File: src/rtl/ps2_pkg.sv
// Shared constants and types for the PS/2 keyboard receiver.
// Holds the prefix byte values, the serial frame length and the
// assembler state encoding.
package ps2_pkg;

    // Prefix bytes that extend a scan-code sequence.
    localparam logic [7:0] PS2_E0 = 8'hE0;
    localparam logic [7:0] PS2_F0 = 8'hF0;
    localparam logic [7:0] PS2_E1 = 8'hE1;

    // Serial frame: start, 8 data bits (LSB first), odd parity, stop.
    localparam int PS2_FRAME_BITS = 11;

    // Maximum number of bytes held in the sequence accumulator.
    localparam int PS2_MAX_BYTES = 8;

    // Sequence assembler states.
    typedef enum logic [1:0] {
        ST_IDLE   = 2'd0,
        ST_PREFIX = 2'd1,
        ST_PAUSE  = 2'd2,
        ST_PRTSCR = 2'd3
    } asm_state_t;

    // True for the bytes that never complete a sequence on their own.
    function automatic logic is_prefix(input logic [7:0] b);
        return (b == PS2_E0) || (b == PS2_F0);
    endfunction

endpackage

File: src/rtl/ps2_key_rx_if.sv
// Output bundle of the PS/2 key receiver.
//
// Signalling: there is no back-pressure. key_strobe is a one-cycle pulse
// in the same cycle that ps2_key[64] inverts and ps2_key[63:0] takes the
// new sequence; ps2_key then holds until the next strobe. frame_err is an
// independent one-cycle pulse for each discarded serial frame and never
// coincides with a change of ps2_key. asm_state exposes the assembler
// state for observation only.
interface ps2_key_rx_if;
    import ps2_pkg::*;

    logic [64:0] ps2_key;
    logic        key_strobe;
    logic        frame_err;
    asm_state_t  asm_state;

    modport master (
        output ps2_key,
        output key_strobe,
        output frame_err,
        output asm_state
    );

    modport slave (
        input ps2_key,
        input key_strobe,
        input frame_err,
        input asm_state
    );

endinterface

File: src/rtl/ps2_frame_rx.sv
// PS/2 serial frame receiver: synchronizes the raw lines, debounces the
// PS/2 clock, shifts in 11-bit frames on filtered falling edges and checks
// start, odd parity and stop. Emits one valid byte or one error pulse per
// frame, both registered.
// Optional build macro: PS2_FRAME_TIMEOUT_EN adds an abort of stalled
// partial frames after TIMEOUT_CYC cycles without a falling edge.
module ps2_frame_rx
    import ps2_pkg::*;
#(
    parameter int FILTER_LEN  = 8,
    parameter int TIMEOUT_CYC = 24000
) (
    input  logic       i_clk,
    input  logic       i_rst_n,
    input  logic       i_ps2_clk,
    input  logic       i_ps2_data,
    output logic       o_byte_valid,
    output logic [7:0] o_byte,
    output logic       o_frame_err
);

    localparam int FCW = (FILTER_LEN > 1) ? $clog2(FILTER_LEN) : 1;
    localparam int TOW = (TIMEOUT_CYC > 1) ? $clog2(TIMEOUT_CYC) : 1;

    // Reject nonsensical configurations at elaboration.
    if (FILTER_LEN < 1 || TIMEOUT_CYC < 1 || TOW > 31) begin : g_bad_param
        $error("ps2_frame_rx: FILTER_LEN and TIMEOUT_CYC must be >= 1");
    end

    logic [1:0]     r_clk_sync;
    logic [1:0]     r_data_sync;
    logic           r_filt_clk;
    logic [FCW-1:0] r_filt_cnt;
    logic [3:0]     r_bit_cnt;
    logic [7:0]     r_shift;
    logic           r_parity;
    logic           r_byte_valid;
    logic [7:0]     r_byte;
    logic           r_frame_err;

    logic w_clk_s;
    logic w_data_s;
    logic w_filt_done;
    logic w_fall;
    logic w_timeout;

    assign w_clk_s  = r_clk_sync[1];
    assign w_data_s = r_data_sync[1];

    // The filter accepts a new level on the FILTER_LEN-th differing sample;
    // a falling edge is recognised in that very cycle so data is sampled
    // alongside it.
    assign w_filt_done = (r_filt_cnt == FCW'(FILTER_LEN - 1));
    assign w_fall      = r_filt_clk & ~w_clk_s & w_filt_done;

    // Two-flop synchronizers; idle PS/2 lines are high.
    always_ff @(posedge i_clk or negedge i_rst_n) begin
        if (!i_rst_n) begin
            r_clk_sync  <= 2'b11;
            r_data_sync <= 2'b11;
        end else begin
            r_clk_sync  <= {r_clk_sync[0], i_ps2_clk};
            r_data_sync <= {r_data_sync[0], i_ps2_data};
        end
    end

    // Clock glitch filter: count consecutive samples differing from the
    // accepted level, any agreeing sample restarts the count.
    always_ff @(posedge i_clk or negedge i_rst_n) begin
        if (!i_rst_n) begin
            r_filt_clk <= 1'b1;
            r_filt_cnt <= '0;
        end else if (w_clk_s == r_filt_clk) begin
            r_filt_cnt <= '0;
        end else if (w_filt_done) begin
            r_filt_clk <= w_clk_s;
            r_filt_cnt <= '0;
        end else begin
            r_filt_cnt <= r_filt_cnt + 1'b1;
        end
    end

`ifdef PS2_FRAME_TIMEOUT_EN
    logic [TOW-1:0] r_to_cnt;

    assign w_timeout = (r_bit_cnt != 4'd0) && (r_to_cnt == TOW'(TIMEOUT_CYC - 1));

    // Idle-time counter, running only while a frame is partially received.
    always_ff @(posedge i_clk or negedge i_rst_n) begin
        if (!i_rst_n) begin
            r_to_cnt <= '0;
        end else if (w_fall || (r_bit_cnt == 4'd0) || w_timeout) begin
            r_to_cnt <= '0;
        end else begin
            r_to_cnt <= r_to_cnt + 1'b1;
        end
    end
`else
    assign w_timeout = 1'b0;
`endif

    // Deserializer and frame check; outputs are single-cycle pulses.
    always_ff @(posedge i_clk or negedge i_rst_n) begin
        if (!i_rst_n) begin
            r_bit_cnt    <= 4'd0;
            r_shift      <= 8'h00;
            r_parity     <= 1'b0;
            r_byte_valid <= 1'b0;
            r_byte       <= 8'h00;
            r_frame_err  <= 1'b0;
        end else begin
            r_byte_valid <= 1'b0;
            r_frame_err  <= 1'b0;
            if (w_timeout) begin
                // Silent abort: the partial frame is simply dropped.
                r_bit_cnt <= 4'd0;
                r_shift   <= 8'h00;
                r_parity  <= 1'b0;
            end else if (w_fall) begin
                if (r_bit_cnt == 4'd0) begin
                    if (!w_data_s) begin
                        r_bit_cnt <= 4'd1;
                    end else begin
                        r_frame_err <= 1'b1;
                    end
                end else if (r_bit_cnt <= 4'd8) begin
                    r_shift   <= {w_data_s, r_shift[7:1]};
                    r_bit_cnt <= r_bit_cnt + 4'd1;
                end else if (r_bit_cnt == 4'd9) begin
                    r_parity  <= w_data_s;
                    r_bit_cnt <= r_bit_cnt + 4'd1;
                end else begin
                    // Stop bit: odd parity means the XOR over data+parity is 1.
                    if (w_data_s && (^{r_shift, r_parity})) begin
                        r_byte       <= r_shift;
                        r_byte_valid <= 1'b1;
                    end else begin
                        r_frame_err <= 1'b1;
                    end
                    r_bit_cnt <= 4'd0;
                    r_shift   <= 8'h00;
                    r_parity  <= 1'b0;
                end
            end
        end
    end

    assign o_byte_valid = r_byte_valid;
    assign o_byte       = r_byte;
    assign o_frame_err  = r_frame_err;

endmodule

File: src/rtl/ps2_key_rx.sv
// PS/2 keyboard key receiver: frame reception in ps2_frame_rx, scan-code
// sequence assembly here. Multi-byte sequences (E0/F0 prefixes, Print
// Screen, Pause) are collected into a 64-bit history and published as one
// update with a toggle bit and a strobe.
// Optional build macro: PS2_FRAME_TIMEOUT_EN (partial-frame timeout).
module ps2_key_rx
    import ps2_pkg::*;
#(
    parameter int FILTER_LEN  = 8,
    parameter int TIMEOUT_CYC = 24000
) (
    input  logic          clk_sys,
    input  logic          RESET_N,
    input  logic          ps2_clk,
    input  logic          ps2_data,
    ps2_key_rx_if.master  key_if
);

    logic       w_byte_valid;
    logic [7:0] w_byte;
    logic       w_frame_err;

    ps2_frame_rx #(
        .FILTER_LEN  (FILTER_LEN),
        .TIMEOUT_CYC (TIMEOUT_CYC)
    ) u_frame_rx (
        .i_clk        (clk_sys),
        .i_rst_n      (RESET_N),
        .i_ps2_clk    (ps2_clk),
        .i_ps2_data   (ps2_data),
        .o_byte_valid (w_byte_valid),
        .o_byte       (w_byte),
        .o_frame_err  (w_frame_err)
    );

    asm_state_t  r_state;
    logic [63:0] r_acc;
    logic [3:0]  r_cnt;
    logic [64:0] r_key;
    logic        r_strobe;

    logic [63:0] w_acc_n;
    logic [3:0]  w_cnt_n;
    logic        w_prtscr_hit;
    logic        w_complete;
    asm_state_t  w_next_state;

    assign w_acc_n      = {r_acc[55:0], w_byte};
    assign w_cnt_n      = r_cnt + 4'd1;
    // Exactly E0 12 (PrtScr make head) or E0 F0 7C (PrtScr break head).
    assign w_prtscr_hit = (w_acc_n == 64'h0000_0000_0000_E012) ||
                          (w_acc_n == 64'h0000_0000_00E0_F07C);

    // Decide, for the incoming byte, whether the sequence completes and
    // which state the assembler moves to otherwise.
    always_comb begin
        w_complete   = 1'b0;
        w_next_state = r_state;
        if (w_cnt_n == 4'(PS2_MAX_BYTES)) begin
            // A full accumulator always publishes; a 9th byte cannot pile up.
            w_complete = 1'b1;
        end else begin
            case (r_state)
                ST_PAUSE: w_next_state = ST_PAUSE;
                default: begin
                    if ((r_state == ST_IDLE) && (w_byte == PS2_E1)) begin
                        w_next_state = ST_PAUSE;
                    end else if (is_prefix(w_byte)) begin
                        w_next_state = (r_state == ST_PRTSCR) ? ST_PRTSCR : ST_PREFIX;
                    end else if ((r_state != ST_PRTSCR) && w_prtscr_hit) begin
                        w_next_state = ST_PRTSCR;
                    end else begin
                        w_complete = 1'b1;
                    end
                end
            endcase
        end
    end

    // Sequence assembler FSM with registered key output and strobe.
    always_ff @(posedge clk_sys or negedge RESET_N) begin
        if (!RESET_N) begin
            r_state  <= ST_IDLE;
            r_acc    <= 64'h0;
            r_cnt    <= 4'd0;
            r_key    <= 65'h0;
            r_strobe <= 1'b0;
        end else begin
            r_strobe <= 1'b0;
            if (w_byte_valid) begin
                if (w_complete) begin
                    r_key    <= {~r_key[64], w_acc_n};
                    r_strobe <= 1'b1;
                    r_acc    <= 64'h0;
                    r_cnt    <= 4'd0;
                    r_state  <= ST_IDLE;
                end else begin
                    r_acc    <= w_acc_n;
                    r_cnt    <= w_cnt_n;
                    r_state  <= w_next_state;
                end
            end
        end
    end

    assign key_if.ps2_key    = r_key;
    assign key_if.key_strobe = r_strobe;
    assign key_if.frame_err  = w_frame_err;
    assign key_if.asm_state  = r_state;

endmodule

File: src/flat_wrapper.sv
// flat-port wrapper written by rule: the top's interface ports become plain ports
module ps2_key_rx_flat import ps2_pkg::*;
#(
    parameter int FILTER_LEN  = 8,
    parameter int TIMEOUT_CYC = 24000
)
  (clk_sys, RESET_N, ps2_clk, ps2_data, key_if_ps2_key, key_if_key_strobe, key_if_frame_err, key_if_asm_state);
  ps2_key_rx_if key_if_i ();
  input  logic clk_sys;
  input  logic RESET_N;
  input  logic ps2_clk;
  input  logic ps2_data;
  output wire logic [$bits(key_if_i.ps2_key)-1:0] key_if_ps2_key;
  output wire logic [$bits(key_if_i.key_strobe)-1:0] key_if_key_strobe;
  output wire logic [$bits(key_if_i.frame_err)-1:0] key_if_frame_err;
  output wire logic [$bits(key_if_i.asm_state)-1:0] key_if_asm_state;
  assign key_if_ps2_key = key_if_i.ps2_key;
  assign key_if_key_strobe = key_if_i.key_strobe;
  assign key_if_frame_err = key_if_i.frame_err;
  assign key_if_asm_state = key_if_i.asm_state;
  ps2_key_rx #(.FILTER_LEN(FILTER_LEN), .TIMEOUT_CYC(TIMEOUT_CYC)) u_core (.clk_sys(clk_sys), .RESET_N(RESET_N), .ps2_clk(ps2_clk), .ps2_data(ps2_data), .key_if(key_if_i));
endmodule
File: config.mk
export PLATFORM = sky130hd
export DESIGN_NAME = ps2_key_rx_flat
export DESIGN_NICKNAME = d
export VERILOG_FILES = /design/src/rtl/ps2_pkg.sv /design/src/rtl/ps2_key_rx_if.sv /design/src/rtl/ps2_frame_rx.sv /design/src/rtl/ps2_key_rx.sv /design/src/flat_wrapper.sv
export SDC_FILE = /design/constraint.sdc
export NUM_CORES = 1
export LEC_CHECK = 0
export ABC_AREA = 1
export CORE_MARGIN = 3
export CORE_UTILIZATION = 61
export CTS_CLUSTER_DIAMETER = 50
export DETAILED_ROUTE_END_ITERATION = 10
export PLACE_DENSITY_LB_ADDON = 0.2
export SETUP_SLACK_MARGIN = 0.4
export SLEW_MARGIN = 20
export SYNTH_ARGS = -nofsm -noshare
export SYNTH_HDL_FRONTEND = slang
export SYNTH_HIERARCHICAL = 1
export SYNTH_SLANG_ARGS = --single-unit
File: constraint.sdc
create_clock -name clk_sys -period 4 [get_ports clk_sys]
set_input_delay 0.4 -clock clk_sys [delete_from_list [all_inputs] [get_ports clk_sys]]
set_output_delay 0.4 -clock clk_sys [all_outputs]
set_load 0.01 [all_outputs]
* Yosys cells after proc, flatten, opt, wreduce, memory -nomap -nowiden
Index checks and enable logic that the tools add are counted.
** Word-level totals
- Flip-flop bits (word level) :: 159
- Bits of input ports :: 4
- Output and inout bits :: 69
- Logic and storage cells :: 94
** Cells by class
- Add/subtract/negate cells :: 3
- $lt $le $gt $ge :: 1
- Equality and inequality tests :: 15
- Multiplexer cells :: 36
- Bitwise logic cells :: 8
- Reduce and logical (&&, ||, !) cells :: 16
** Operators with widths (number)
- 64-bit by 16-bit == test with 1-bit output (second input constant) :: 1
- 64-bit by 24-bit == test with 1-bit output (second input constant) :: 1
- 56-bit 2-to-1 mux :: 1
- 8-bit == test (second input constant) :: 3
- 4-bit 2-to-1 mux :: 5
- 1-bit 2-to-1 mux :: 19
- 8-bit 2-to-1 mux :: 2
- 2-bit 2-to-1 mux :: 7
- 3-bit AND reduction :: 3
- 9-bit parity :: 1
- 4-bit by 1-bit adder with 4-bit output (second input constant) :: 2
- 4-bit == test (second input constant) :: 2
- 3-bit 2-to-1 mux :: 2
- 2-bit != test (second input constant) :: 3
- 1-bit inverter :: 6
- 2-bit AND reduction :: 3
- 5-bit AND reduction :: 1
- 5-bit nonzero test :: 1
- 2-bit == test (second input constant) :: 2
- 4-bit less-or-equal comparator (second input constant) :: 1
- 4-bit zero test :: 1
- 3-bit by 1-bit adder with 3-bit output (second input constant) :: 1
- 3-bit == test (second input constant) :: 1
- 1-bit logical AND :: 3
- other kinds (5) :: 7

* Longest topological paths before layout
- Depth after elaboration :: 10
- Mapped depth :: 14
- Depth with buffers taken out :: 12

* By module
The synthesis kept the hierarchy.
** By module, submodules not included
- ps2_key_rx :: instances 1, cells an instance 649, area an instance 5441.5 sq um, sequential area each 3203.1 sq um
- ps2_frame_rx :: instances 1, cells an instance 176, area an instance 1522.7 sq um, sequential area each 782.0 sq um

* Worst setup path after synthesis
No wires, ideal clock.
- Path kind :: reg2reg
- Start :: register u_core.u_frame_rx.r_byte[6] (netlist: u_core/u_frame_rx/o_byte[6])
- End :: register u_core.r_key[24] (netlist: u_core/key_if.ps2_key[24])
- Library setup time :: 0.117 ns
- Arrival time :: 1.454 ns
- Data required time :: 3.883 ns
- Path slack :: 2.429 ns
- Cell stages (with the launch flop) :: 13
- Buffers on the path :: 2
- Period minus slack after synthesis :: 1.571 ns
- Cell sequence :: dfrtp_1 > nand2_1 > inv_1 > and3_1 > and2_1 > nor2_1 > nand2_1 > nand2_4 > nand2_2 > buf_6 > buf_6 > nand2_1 > nand2_1
** Between the ends
- Longest elaborated chain between the ends :: 9
- Elaborated cells on any way between the ends :: 15
- Those cells by class :: eq/ne: 5; mux: 5; reduce/logical: 5
** RTL lines
- from (decl) :: RTL line ps2_frame_rx.sv:38 : logic [7:0] r_byte;
- from (signal assigned) :: RTL line ps2_frame_rx.sv:135 : r_byte <= r_shift;
- 64-bit by 16-bit == test with 1-bit output / 64-bit by 24-bit == test with 1-bit output (equally long branches) :: RTL line ps2_key_rx.sv:51, ps2_key_rx.sv:52
- 1-bit logical OR :: RTL line ps2_key_rx.sv:51 : assign w_prtscr_hit = (w_acc_n == 64'h0000_0000_0000_E012) ||
- 1-bit logical AND :: RTL line ps2_key_rx.sv:70 : end else if ((r_state != ST_PRTSCR) && w_prtscr_hit) begin
- 1-bit 2-to-1 mux :: RTL line ps2_key_rx.sv:70
- 1-bit 2-to-1 mux :: RTL line ps2_key_rx.sv:68 : end else if (is_prefix(w_byte)) begin
- 1-bit 2-to-1 mux * :: RTL line ps2_key_rx.sv:66 : if ((r_state == ST_IDLE) && (w_byte == PS2_E1)) begin
- 1-bit 2-to-1 mux * :: RTL line ps2_key_rx.sv:63 : case (r_state)
- 1-bit 2-to-1 mux * :: RTL line ps2_key_rx.sv:59 : if (w_cnt_n == 4'(PS2_MAX_BYTES)) begin
- 2-bit AND reduction (no source line) *
- to (signal assigned) :: RTL line ps2_key_rx.sv:92 : r_key <= {~r_key[64], w_acc_n};
- to (decl) :: RTL line ps2_key_rx.sv:39 : logic [64:0] r_key;
Mark *: on every way between the ends. The rest lies on a longest branch, timed or not.
A chain may end at the register's enable or synchronous reset.

* Worst setup path after layout
- Start :: register u_core.u_frame_rx.r_byte[6] (netlist: u_core/u_frame_rx/o_byte[6])
- End :: register u_core.r_key[34] (netlist: u_core/key_if.ps2_key[34])
Same word-level chain as after synthesis.

==> results.tsv <==
stage	metric	value	unit
sta	Rel. slew slack	42.4	%
sta	minimum hold slack	0.0398	ns
status	status	finished clean	
layout	multi-input logic area	0.00258	mm^2
synthesis	Compound-Gate Fraction of Synth Area	6.23	%
synthesis	YS warnings	6	
power_and_ir_drop	Clock Power Share	45.9	%
clock_tree	setup repair bufs after CTS	0	
critical_path	CP max-delay cell	buf_4	
global_route	total grt overflow	0	
critical_path	Reg2Reg Launch Point	u_core/u_frame_rx/o_byte[6]	
global_route	first-pass GRT wire length	26600	um
power_and_ir_drop	P_int	2.53	mW
detailed_routing	vias per cell	5.61	
power_and_ir_drop	PD cells	385	mW/mm^2
clock_tree	Post-CTS Resized	0	
critical_path	Startpoint Class	flip-flop	
die	Die Area	0.0127	mm^2
layout	layout cells sized above 1	5.17	%
clock_tree	clock sink count	159	
placement	Detailed Place HPWL	10100	um
power_and_ir_drop	Sw Ratio	20.1	%
clock_tree	CTS clk-pin slew, worst paths	0.06	ns
synthesis	sequential share of the synthesized area	57.2	%
detailed_routing	WL/cell	15.2	um
detailed_routing	First DRT Iteration DRCs	419	
layout	Filler cells	841	
critical_path	launch point of the worst path	u_core/u_frame_rx/o_byte[6]	
critical_path	flop-to-flop setup slack	1.48	ns
synthesis	Post-Synthesis Net Count	836	
critical_path	CP arrival	2.88	ns
synthesis	largest family of logic cells by synthesized area	simple AND/OR/NAND/NOR gates	
placement	RePlAce Congestion	0.870	
sta	RSZ-0062 raised after global routing	no	
layout	register area	0.00399	mm^2
clock_tree	cts hold-fix bufs	0	
power_and_ir_drop	P_sw	638	uW
hold_path	worst hold path class	in2async	
die	Initial Util	63.4	%
layout	commonest non-fill, non-tap cell in the layout	nand2_1	
synthesis	asr flop ratio synth	100	%
detailed_routing	vias after detailed routing	5774	
die	Core Area	0.0110	mm^2
global_route	gr usage total	26.1	%
layout	nets	892	
synthesis	multiplexer share of the synthesized area	0	%
layout	commonest cells after routing, fill and taps aside	nand2_1 (316), dfrtp_1 (153), nand3_1 (90), clkdlybuf4s50_1 (71), o21ai_0 (62)	
critical_path	Worst Path Max Fanout	71	
clock_tree	CTS tree	yes	
critical_path	critical path class	reg2reg	
power_and_ir_drop	Combinational Power Share	2.3	%
detailed_routing	Final ANT Viol Nets	0	
synthesis	Cell variety after synth	32	
synthesis	Synth Area in XOR/XNOR	1.01	%
synthesis	top_reg_cell synth	dfrtp_1	
sta	setup_tns	0	ns
sta	final worst-path cycle share	62.9	%
power_and_ir_drop	static leakage	4.10	nW
detailed_routing	final routed DRC violation total	0	
detailed_routing	DRT Pass-1 Iters	5	
clock_tree	CTS buffer count	17	
sta	fin crit period	2.52	ns
die	num rows	38	
die	Die Y	113	um
critical_path	CP Capture Type	flip-flop	
die	die width	113	um
synthesis	Yosys reg bits	159	
critical_path	max incr delay on CP	0.60	ns
critical_path	Crit path required time	4.36	ns
detailed_routing	Post-Route WL	15700	um
run	total of max-cap violations	0	
synthesis	Post-synth EDFFs	0	
power_and_ir_drop	Flop pwr share	51.8	%
power_and_ir_drop	Worst VDD drop	0.324	mV
global_route	largest net degree at the start of global routing	98	
clock_tree	Clock Tree Buf Depth	2	
sta	worst-margin pin slew	0.865	ns
sta	fin. max-slew vios	0	
clock_tree	Max H-tree Level	4	
sta	Clock Skews	0.00786	ns
layout	Layout area overhead	18.1	%
synthesis	Cells after Synth	825	
sta	f_max	0.397	GHz
synthesis	Simple-Gate Fraction of Synth Area	28.5	%
global_route	initial antenna violation count	0	
clock_tree	Root Driver	clkbuf_16	
clock_tree	clock latency on the worst-skew pair	0.42	ns
global_route	vias in the first global route	5607	
critical_path	CP cell instances	nand2_1, inv_1, and3_1, and2_1, nor2_1, nand2_1, nand2_4, buf_4, nand3_1, nand2_1	
sta	Final Hold Vio Count	0	
critical_path	r2r endpoint	u_core/key_if.ps2_key[34]	
placement	I/O Buffers	72	
layout	Diodes inserted	0	
critical_path	Worst Setup EP	u_core/key_if.ps2_key[34]	
synthesis	synthesized area	0.00696	mm^2
synthesis	Avg Inst Size Synth	8.44	um^2
critical_path	R2R cell count	10	
synthesis	adder-cell share of the synthesized area	1.26	%
die	# IOs	73	
sta	final setup fails	0	
critical_path	Worst path most repeated cell	nand2_1	
## power groups by stage
stage               Sequential [mW]  Combinational [mW]  Clock [mW]
floorplan                      1.67              0.0341           0
global placement               1.67              0.0713           0
detailed placement             1.67              0.0762           0
CTS                            1.64              0.0762        1.48
global route                   1.64              0.0887        1.55
finish                         1.64              0.0727        1.45
## cell families (layout without fill, tap and decap cells)
logic type      Yosys count  count (layout)
flops                   159             159
compound gates           81              81
simple gates            480             480
xor+xnor                  8               8
buf+inv                  90             155
fa+ha+maj                 7               7
## synthesized netlist by cell type, types with 5 or more instances
cell | count | area (um^2)
nand2_1 | 316 | 1190
dfrtp_1 | 154 | 3850
nand3_1 | 90 | 450
o21ai_0 | 62 | 310
nor2_1 | 54 | 203
inv_1 | 47 | 176
clkbuf_1 | 24 | 90.1
o22ai_1 | 12 | 75.1
buf_2 | 9 | 45.0
nand4_1 | 9 | 56.3
ha_1 | 7 | 87.6
buf_6 | 6 | 67.6
dfstp_2 | 5 | 131
## critical path: cells and delay by family (launching register included)
family,cells,cell delay (ns)
simple gates,8,1.29
flops,1,0.46
buf+inv,2,0.65
## how the worst min path moves through the flow
stage	endpoint	cells after the start
final	u_core/key_if.ps2_key[43]	1
after CTS	u_core/key_if.ps2_key[43]	1
after floorplan	u_core/key_if.asm_state[0]	0
after detailed placement	u_core/u_frame_rx/r_data_sync[1]	0
after global routing	u_core/key_if.ps2_key[43]	1
after global placement	u_core/u_frame_rx/r_data_sync[1]	0
## per-layer routing
layer	vias to the layer above	global-route usage [%]	share of wire, %
li1	2749	-	-
met1	2804	32.1	41
met2	170	43.4	52
met3	51	6.26	4.7
met4	0	12.6	3.1
met5	-	0	0
## flip-flops by register name, summed over array words and instances, names as in the netlist, 3 cells and up
name,flops
u_core/r_cnt,4
u_core/u_frame_rx/r_shift,8
u_core/u_frame_rx/r_filt_cnt,3
u_core/r_acc,56
u_core/key_if.ps2_key,65
u_core/u_frame_rx/o_byte,8
u_core/u_frame_rx/r_bit_cnt,4
## stage by stage
| step | setup slack (ns) | power [mW] | std cells | utilization, % | area (um^2) |
|---|---|---|---|---|---|
| floorplan | 2.43 | 1.70 | 825 | - | 6960 |
| global placement | 1.60 | 1.74 | 1002 | 70.1 | 7700 |
| detailed placement | 1.56 | 1.75 | 1002 | 70.1 | 7700 |
| CTS | 1.53 | 3.20 | 1030 | 74.9 | 8230 |
| global route | 1.21 | 3.28 | 1030 | 74.9 | 8230 |
| finish | 1.48 | 3.17 | 1030 | 74.9 | 8230 |
## cell type report
cell class	count	share of cell area (%)
clock buffer	28	6.40
timing repair buffer	80	9.51
multi-input combinational	576	31.3
tap	140	2.13
inverter	47	2.14
sequential	159	48.5
Note: power is estimated with default switching activity, not from simulation.
